--- src/rtl/uart_host_bridge.sv ---
// uart_host_bridge: drives an ASCII hex command protocol ("L"+addr, "W"/"R", data) over a UART and decodes read replies.
// Optional address cache enabled by defining UART_HOST_ADDR_CACHE_EN.
`default_nettype none

module uart_host_bridge #(
    parameter int RX_TIMEOUT = 1000
) (
    input  logic        i_clk,
    input  logic        i_reset,
    input  logic        i_req,
    input  logic        i_we,
    input  logic [15:0] i_addr,
    input  logic [7:0]  i_dat,
    output logic        o_busy,
    output logic        o_done,
    output logic        o_err,
    output logic [7:0]  o_dat,
    input  logic        i_uart_send_ready,
    output logic        o_uart_send_pulse,
    output logic [7:0]  o_uart_dat,
    input  logic        i_uart_received_pulse,
    input  logic [7:0]  i_uart_dat
);

    localparam logic [2:0] IDLE      = 3'd0;
    localparam logic [2:0] SEND_L    = 3'd1;
    localparam logic [2:0] SEND_ADDR = 3'd2;
    localparam logic [2:0] SEND_CMD  = 3'd3;
    localparam logic [2:0] SEND_DATA = 3'd4;
    localparam logic [2:0] WAIT_RX   = 3'd5;
    localparam logic [2:0] FINISH    = 3'd6;

    localparam logic [15:0] TMO_LAST = 16'(RX_TIMEOUT - 1);

    logic [2:0]  state;
    logic        we;
    logic [15:0] addr;
    logic [7:0]  wdat;
    logic [1:0]  nib;
    logic        prev_pulse;
    logic        err_q;
    logic [7:0]  rd_dat;
    logic [3:0]  rx_hi;
    logic        rx_half;
    logic [15:0] tmo_cnt;

    logic        sending;
    logic [7:0]  tx_char;
    logic        fire;
    logic        rx_ok;
    logic [3:0]  rx_nib;
    logic        rx_fail;
    logic        hit;

    function automatic logic [7:0] hex_char(input logic [3:0] n);
        return (n < 4'd10) ? (8'h30 + {4'h0, n}) : (8'h57 + {4'h0, n});
    endfunction

    always_comb begin
        sending = 1'b0;
        tx_char = 8'h00;
        case (state)
            SEND_L: begin
                sending = 1'b1;
                tx_char = 8'h4c;
            end
            SEND_ADDR: begin
                sending = 1'b1;
                tx_char = hex_char(addr[{nib, 2'b00} +: 4]);
            end
            SEND_CMD: begin
                sending = 1'b1;
                tx_char = we ? 8'h57 : 8'h52;
            end
            SEND_DATA: begin
                sending = 1'b1;
                tx_char = hex_char(nib[0] ? wdat[7:4] : wdat[3:0]);
            end
            default: begin
                sending = 1'b0;
                tx_char = 8'h00;
            end
        endcase
    end

    // A pulse is never issued back-to-back, giving the transmitter a cycle to drop ready.
    assign fire = sending && i_uart_send_ready && !prev_pulse && !i_reset;

    always_comb begin
        rx_ok  = 1'b0;
        rx_nib = 4'h0;
        if (i_uart_dat >= 8'h30 && i_uart_dat <= 8'h39) begin
            rx_ok  = 1'b1;
            rx_nib = i_uart_dat[3:0];
        end else if (i_uart_dat >= 8'h61 && i_uart_dat <= 8'h66) begin
            rx_ok  = 1'b1;
            rx_nib = i_uart_dat[3:0] + 4'd9;
        end
    end

    assign rx_fail = (state == WAIT_RX) &&
                     (i_uart_received_pulse ? !rx_ok : (tmo_cnt == TMO_LAST));

`ifdef UART_HOST_ADDR_CACHE_EN
    logic [15:0] exp_addr;
    logic        cache_valid;

    // In FINISH the cache update is still in flight, so compare against the successor directly.
    assign hit = (state == FINISH) ? (i_addr == addr + 16'd1)
                                   : (cache_valid && i_addr == exp_addr);

    always_ff @(posedge i_clk) begin
        if (i_reset) begin
            exp_addr    <= 16'h0000;
            cache_valid <= 1'b0;
        end else if (rx_fail) begin
            cache_valid <= 1'b0;
        end else if (state == FINISH) begin
            exp_addr    <= addr + 16'd1;
            cache_valid <= 1'b1;
        end
    end
`else
    assign hit = 1'b0;
`endif

    always_ff @(posedge i_clk) begin
        if (i_reset) begin
            state      <= IDLE;
            we         <= 1'b0;
            addr       <= 16'h0000;
            wdat       <= 8'h00;
            nib        <= 2'd0;
            prev_pulse <= 1'b0;
            err_q      <= 1'b0;
            rd_dat     <= 8'h00;
            rx_hi      <= 4'h0;
            rx_half    <= 1'b0;
            tmo_cnt    <= 16'h0000;
        end else begin
            prev_pulse <= fire;
            err_q      <= rx_fail;
            case (state)
                IDLE, FINISH: begin
                    if (i_req) begin
                        we    <= i_we;
                        addr  <= i_addr;
                        wdat  <= i_dat;
                        nib   <= 2'd0;
                        state <= hit ? SEND_CMD : SEND_L;
                    end else begin
                        state <= IDLE;
                    end
                end
                SEND_L: begin
                    if (fire) begin
                        nib   <= 2'd0;
                        state <= SEND_ADDR;
                    end
                end
                SEND_ADDR: begin
                    if (fire) begin
                        nib <= nib + 2'd1;
                        if (nib == 2'd3) state <= SEND_CMD;
                    end
                end
                SEND_CMD: begin
                    if (fire) begin
                        nib     <= 2'd0;
                        tmo_cnt <= 16'h0000;
                        rx_half <= 1'b0;
                        state   <= we ? SEND_DATA : WAIT_RX;
                    end
                end
                SEND_DATA: begin
                    if (fire) begin
                        nib <= nib + 2'd1;
                        if (nib == 2'd1) state <= FINISH;
                    end
                end
                WAIT_RX: begin
                    if (rx_fail) begin
                        state <= IDLE;
                    end else if (i_uart_received_pulse) begin
                        tmo_cnt <= 16'h0000;
                        if (!rx_half) begin
                            rx_hi   <= rx_nib;
                            rx_half <= 1'b1;
                        end else begin
                            rd_dat <= {rx_hi, rx_nib};
                            state  <= FINISH;
                        end
                    end else begin
                        tmo_cnt <= tmo_cnt + 16'd1;
                    end
                end
                default: state <= IDLE;
            endcase
        end
    end

    assign o_busy            = (state != IDLE) && (state != FINISH);
    assign o_done            = (state == FINISH) && !i_reset;
    assign o_err             = err_q;
    assign o_dat             = rd_dat;
    assign o_uart_send_pulse = fire;
    assign o_uart_dat        = sending ? tx_char : 8'h00;

endmodule

`default_nettype wire
--- config.mk ---
export PLATFORM = sky130hd
export DESIGN_NAME = uart_host_bridge
export DESIGN_NICKNAME = d
export VERILOG_FILES = /design/src/rtl/uart_host_bridge.sv
export SDC_FILE = /design/constraint.sdc
export NUM_CORES = 1
export LEC_CHECK = 0
export ABC_AREA = 0
export BUFFER_PORTS_ARGS = -buffer_cell sky130_fd_sc_hd__buf_4
export CAP_MARGIN = 20
export CORE_MARGIN = 2
export CORE_UTILIZATION = 55
export DETAILED_ROUTE_END_ITERATION = 16
export PLACE_DENSITY = 0.8
export SETUP_SLACK_MARGIN = 0.15
export SLEW_MARGIN = 40
export SYNTH_ARGS = -nofsm -noshare
export SYNTH_HDL_FRONTEND = slang
export SYNTH_SLANG_ARGS = --single-unit
export TNS_END_PERCENT = 20
--- constraint.sdc ---
create_clock -name i_clk -period 3.3 [get_ports i_clk]
set_clock_uncertainty 0.15 [all_clocks]
set_input_delay 0.66 -clock i_clk [delete_from_list [all_inputs] [get_ports i_clk]]
set_output_delay 0.66 -clock i_clk [all_outputs]
set_load 0.05 [all_outputs]
==> results.tsv <==
stage	metric	value	unit
synth	Post-Syn Nets	435	
die	Die Width	80.2	microns
detailed_routing	Detailed Routing Iterations Pass 1	6	
power	Comb power frac	19.2	%
critical_path	worst r2r dst	tmo_cnt[15]	
power	total power	1.95	mW
hold_path	Hold Path Class	reg2reg	
place	PortBufs	56	
grt	met1 Track Usage GR	31.4	%
clock_network	CTS root buf	clkbuf_8	
detailed_routing	via count	2925	
grt	met3 GRT Util	6.74	%
clock_network	total CTS buffers	9	
place	DP Worst Slack	280	ps
power	Seq pwr share	41.9	%
layout	Final Net Count	485	
detailed_routing	WL final	7220	microns
synth	Post-Syn Instances	389	
synth	Seq/Total Area, Yosys	38.2	%
power	Pwr Density	500	nW/um^2
grt	global router's overall resource usage	24.1	%
synth	Synthesis Warnings	0	
clock_network	# hold bufs at CTS	0	
sta	Final Cycle Share	92.3	%
grt	largest net degree at the start of global routing	47	
critical_path	Critical Path Start	nib[0]	
die	Ports	58	
detailed_routing	Final ANT Viol Nets	0	
layout	ANT cells	0	
synth	#FFs+latches synth	61	
power	Int Power	1.38	mW
sta	Slew Limit Fails	0	
synth	Async S/R FF share, synth	0	%
grt	first-pass GRT wire length	12000	microns
detailed_routing	vias per cell	5.67	
clock_network	CTS tree	yes	
synth	Netlist cell types	59	
place	Placer Congestion	0.821	
synth	Netlist Area Pre-Place	3200	sq um
layout	Fillers	432	
run	number of max-cap violations	0	
sta	Max Fclk	0.328	GHz
clock_network	Max Root-Sink Buffers	2	
critical_path	CP endpoint kind	primary output	
critical_path	Critical Path RT	2490	ps
die	core area	5570	sq um
die	starting density of the core	57.4	%
critical_path	worst reg-to-reg path cell count	6	
synth	EDFF count, synth	0	
place	post-DP HPWL	5100	microns
grt	antenna violations before repair	0	
detailed_routing	# DRC	0	
critical_path	nature of the critical path startpoint	flip-flop	
layout	fin cells	516	
sta	Final Hold Fails	0	
clock_network	clk_lat worst skew	340	ps
hold_path	hold path start	addr[13]	
power	Clk pwr share	38.9	%
sta	unrepaired setup endpoints after global routing	no	
grt	met2 Track Usage GR	37.4	%
sta	Setup Viol. Count Final	0	
die	Die H	80.2	microns
critical_path	Crit Path Category	reg2out	
critical_path	CP Data Arrival Time	2240	ps
sta	final worst setup slack	254	ps
status	run status	finished clean	
synth	ys flop type	dfxtp_1	
clock_network	# H-tree levels	3	
layout	layout cells sized above 1	21.6	%
critical_path	FF-to-FF Start	state[1]	
critical_path	CP max FO	14	
detailed_routing	Iter 0 DRT Violations	208	
hold_path	Hold Path End	addr[13]	
sta	Worst Max-Slew Pin Slew	681	ps
synth	Mapped Avg Cell Area	8.22	sq um
critical_path	flop2flop setup slack	640	ps
die	row cnt	27	
grt	GR Overflow Total	0	
power	switching part of the total	29.2	%
power	Leak	1.48	nW
power	NetSw	0.568	mW
clock_network	clk sink count	61	
detailed_routing	Routed WL per cell	14.0	microns
layout	P&R area growth vs syn	21.8	%
clock_network	Clock transition at path regs	70	ps
power	maximum VDD drop	0.379	mV
grt	most crowded layer after global routing	met2	
grt	vias in the first global route	2637	
die	die area	6440	sq um
clock_network	Post-CTS Setup Inserts	0	
sta	min cycle time layout	3050	ps
place	dpl cells	500	
sta	Slew Limit Headroom	54.5	%
hold_path	Worst Hold Path Cells	2	
==> worst max-delay path: stages (launching register included) <==
cell	delay (ps)
dfxtp_4	460
mux4_2	510
inv_1	90
ha_1	160
nand2_1	60
xor2_1	150
o31ai_2	210
buf_4	240
==> cells in the final DEF, fill, tap and decap left out, types with 2 or more instances in the layout <==
cell,Yosys,layout
nand2_1,68,67
dfxtp_1,61,59
buf_4,1,59
nor2_1,39,39
a21oi_1,39,39
mux2i_1,15,15
nor3_1,14,14
inv_1,12,12
xnor2_1,12,12
clkbuf_8,0,11
nand3_1,8,8
ha_1,8,8
nor2b_1,6,6
o21ai_0,8,5
o22ai_1,5,5
nand4_1,5,5
a211oi_1,5,5
mux4_2,4,4
and3_1,4,4
o21ai_1,1,3
a21boi_0,3,3
nor4_1,3,3
o21a_1,3,3
o211ai_1,3,3
or4_1,3,3
or3_1,3,3
nand2b_1,2,2
xor2_1,2,2
nand3b_1,2,2
nor4bb_1,2,2
nor3b_1,2,2
and2_1,3,2
bufinv_16,0,2
clkinv_2,0,2
dfxtp_4,0,2
==> layout make-up <==
cell class	instances	area, sq um	area share, %
clock inverter	4	70.1	1.80
sequential	61	1230	31.6
multi-input combinational	295	1850	47.5
timing repair buffer	60	454	11.7
clock buffer	12	155	3.99
inverter	12	45.0	1.16
tap	72	90.1	2.31
==> cells by family (layout without fill, tap and decap cells) <==
logic type / count (synthesis) / count (layout) / synth area share, %
AO/OA/AOI/OAI: 78 / 78 / 15.1
XOR/XNOR: 14 / 14 / 3.84
adder cells (fa/ha/maj): 8 / 8 / 3.13
buffers and inverters: 33 / 88 / 4.34
flip-flops: 61 / 61 / 38.2
multiplexers: 20 / 20 / 7.87
other: 1 / 1 / 0.117
AND/OR/NAND/NOR: 174 / 174 / 27.4
==> flip-flops by register name (all words and copies together), names as in the netlist, 2 cells and up <==
signal and cells:
tmo_cnt 16, state 3, o_dat 8, rx_hi 4, wdat 8, addr 16, nib 2
==> cell usage after synthesis, drive strengths merged, types with 2 or more instances <==
cell type,number,area share [%]
nor3,16,3.0
nand3b,2,0.47
dfxtp,61,38
a211oi,6,1.8
a21oi,39,6.1
mux2i,15,4.7
inv,12,1.4
a21boi,3,0.70
or2,2,0.47
buf,5,1.0
ha,8,3.1
nand4,5,0.98
nor2b,6,1.2
clkbuf,16,1.9
o211ai,3,0.70
and2,3,0.59
or4,3,0.70
a31oi,2,0.59
nand3,8,1.3
o21a,3,0.70
nor2,39,4.6
o21ai,9,1.4
nor4,4,1.3
and3,4,0.78
xnor2,12,3.3
nand2,68,8.0
nor4b,2,1.0
nand2b,2,0.39
xor2,2,0.55
or3,3,0.59
nor3b,3,0.86
nor4bb,2,0.63
mux4,4,2.8
o22ai,5,0.98
==> worst max-delay path by stage <==
| stage | to | slack (ps) |
|---|---|---|
| floorplan | o_uart_dat[0] | -30 |
| global placement | o_dat[3] | 370 |
| detailed placement | o_uart_dat[1] | 280 |
| CTS | o_uart_dat[1] | 170 |
| global route | o_uart_dat[2] | 160 |
| finish | o_uart_dat[2] | 250 |
==> through the flow <==
stage	util [%]	hold slack [ps]	TNS, ps	cell area, sq um
floorplan	-	283	-29.0	3200
global placement	65.5	297	0	3650
detailed placement	65.5	301	0	3650
CTS	69.6	310	0	3880
global route	69.8	327	0	3890
finish	69.8	313	0	3890
==> what timing repair did <==
item | in CTS | in global routing
endpoints found under the setup margin | 4 | 4
cloned | 0 | 0
resized for setup | 4 | 4
==> power groups by stage <==
stage          registers, mW  logic [mW]  clock network [mW]
3_3_place_gp           0.832       0.360                   0
6_report               0.816       0.373               0.757
3_5_place_dp           0.832       0.368                   0
5_1_grt                0.821       0.408               0.805
4_1_cts                0.816       0.369               0.772
2_1_floorplan          0.805       0.279                   0
==> routing by layer <==
layer	share of wire (%)	routed length [microns]
met2	46	3330
met5	0	0
met1	47	3370
met4	1.8	133
met3	5.4	392
(Power assumes the default switching activity.)
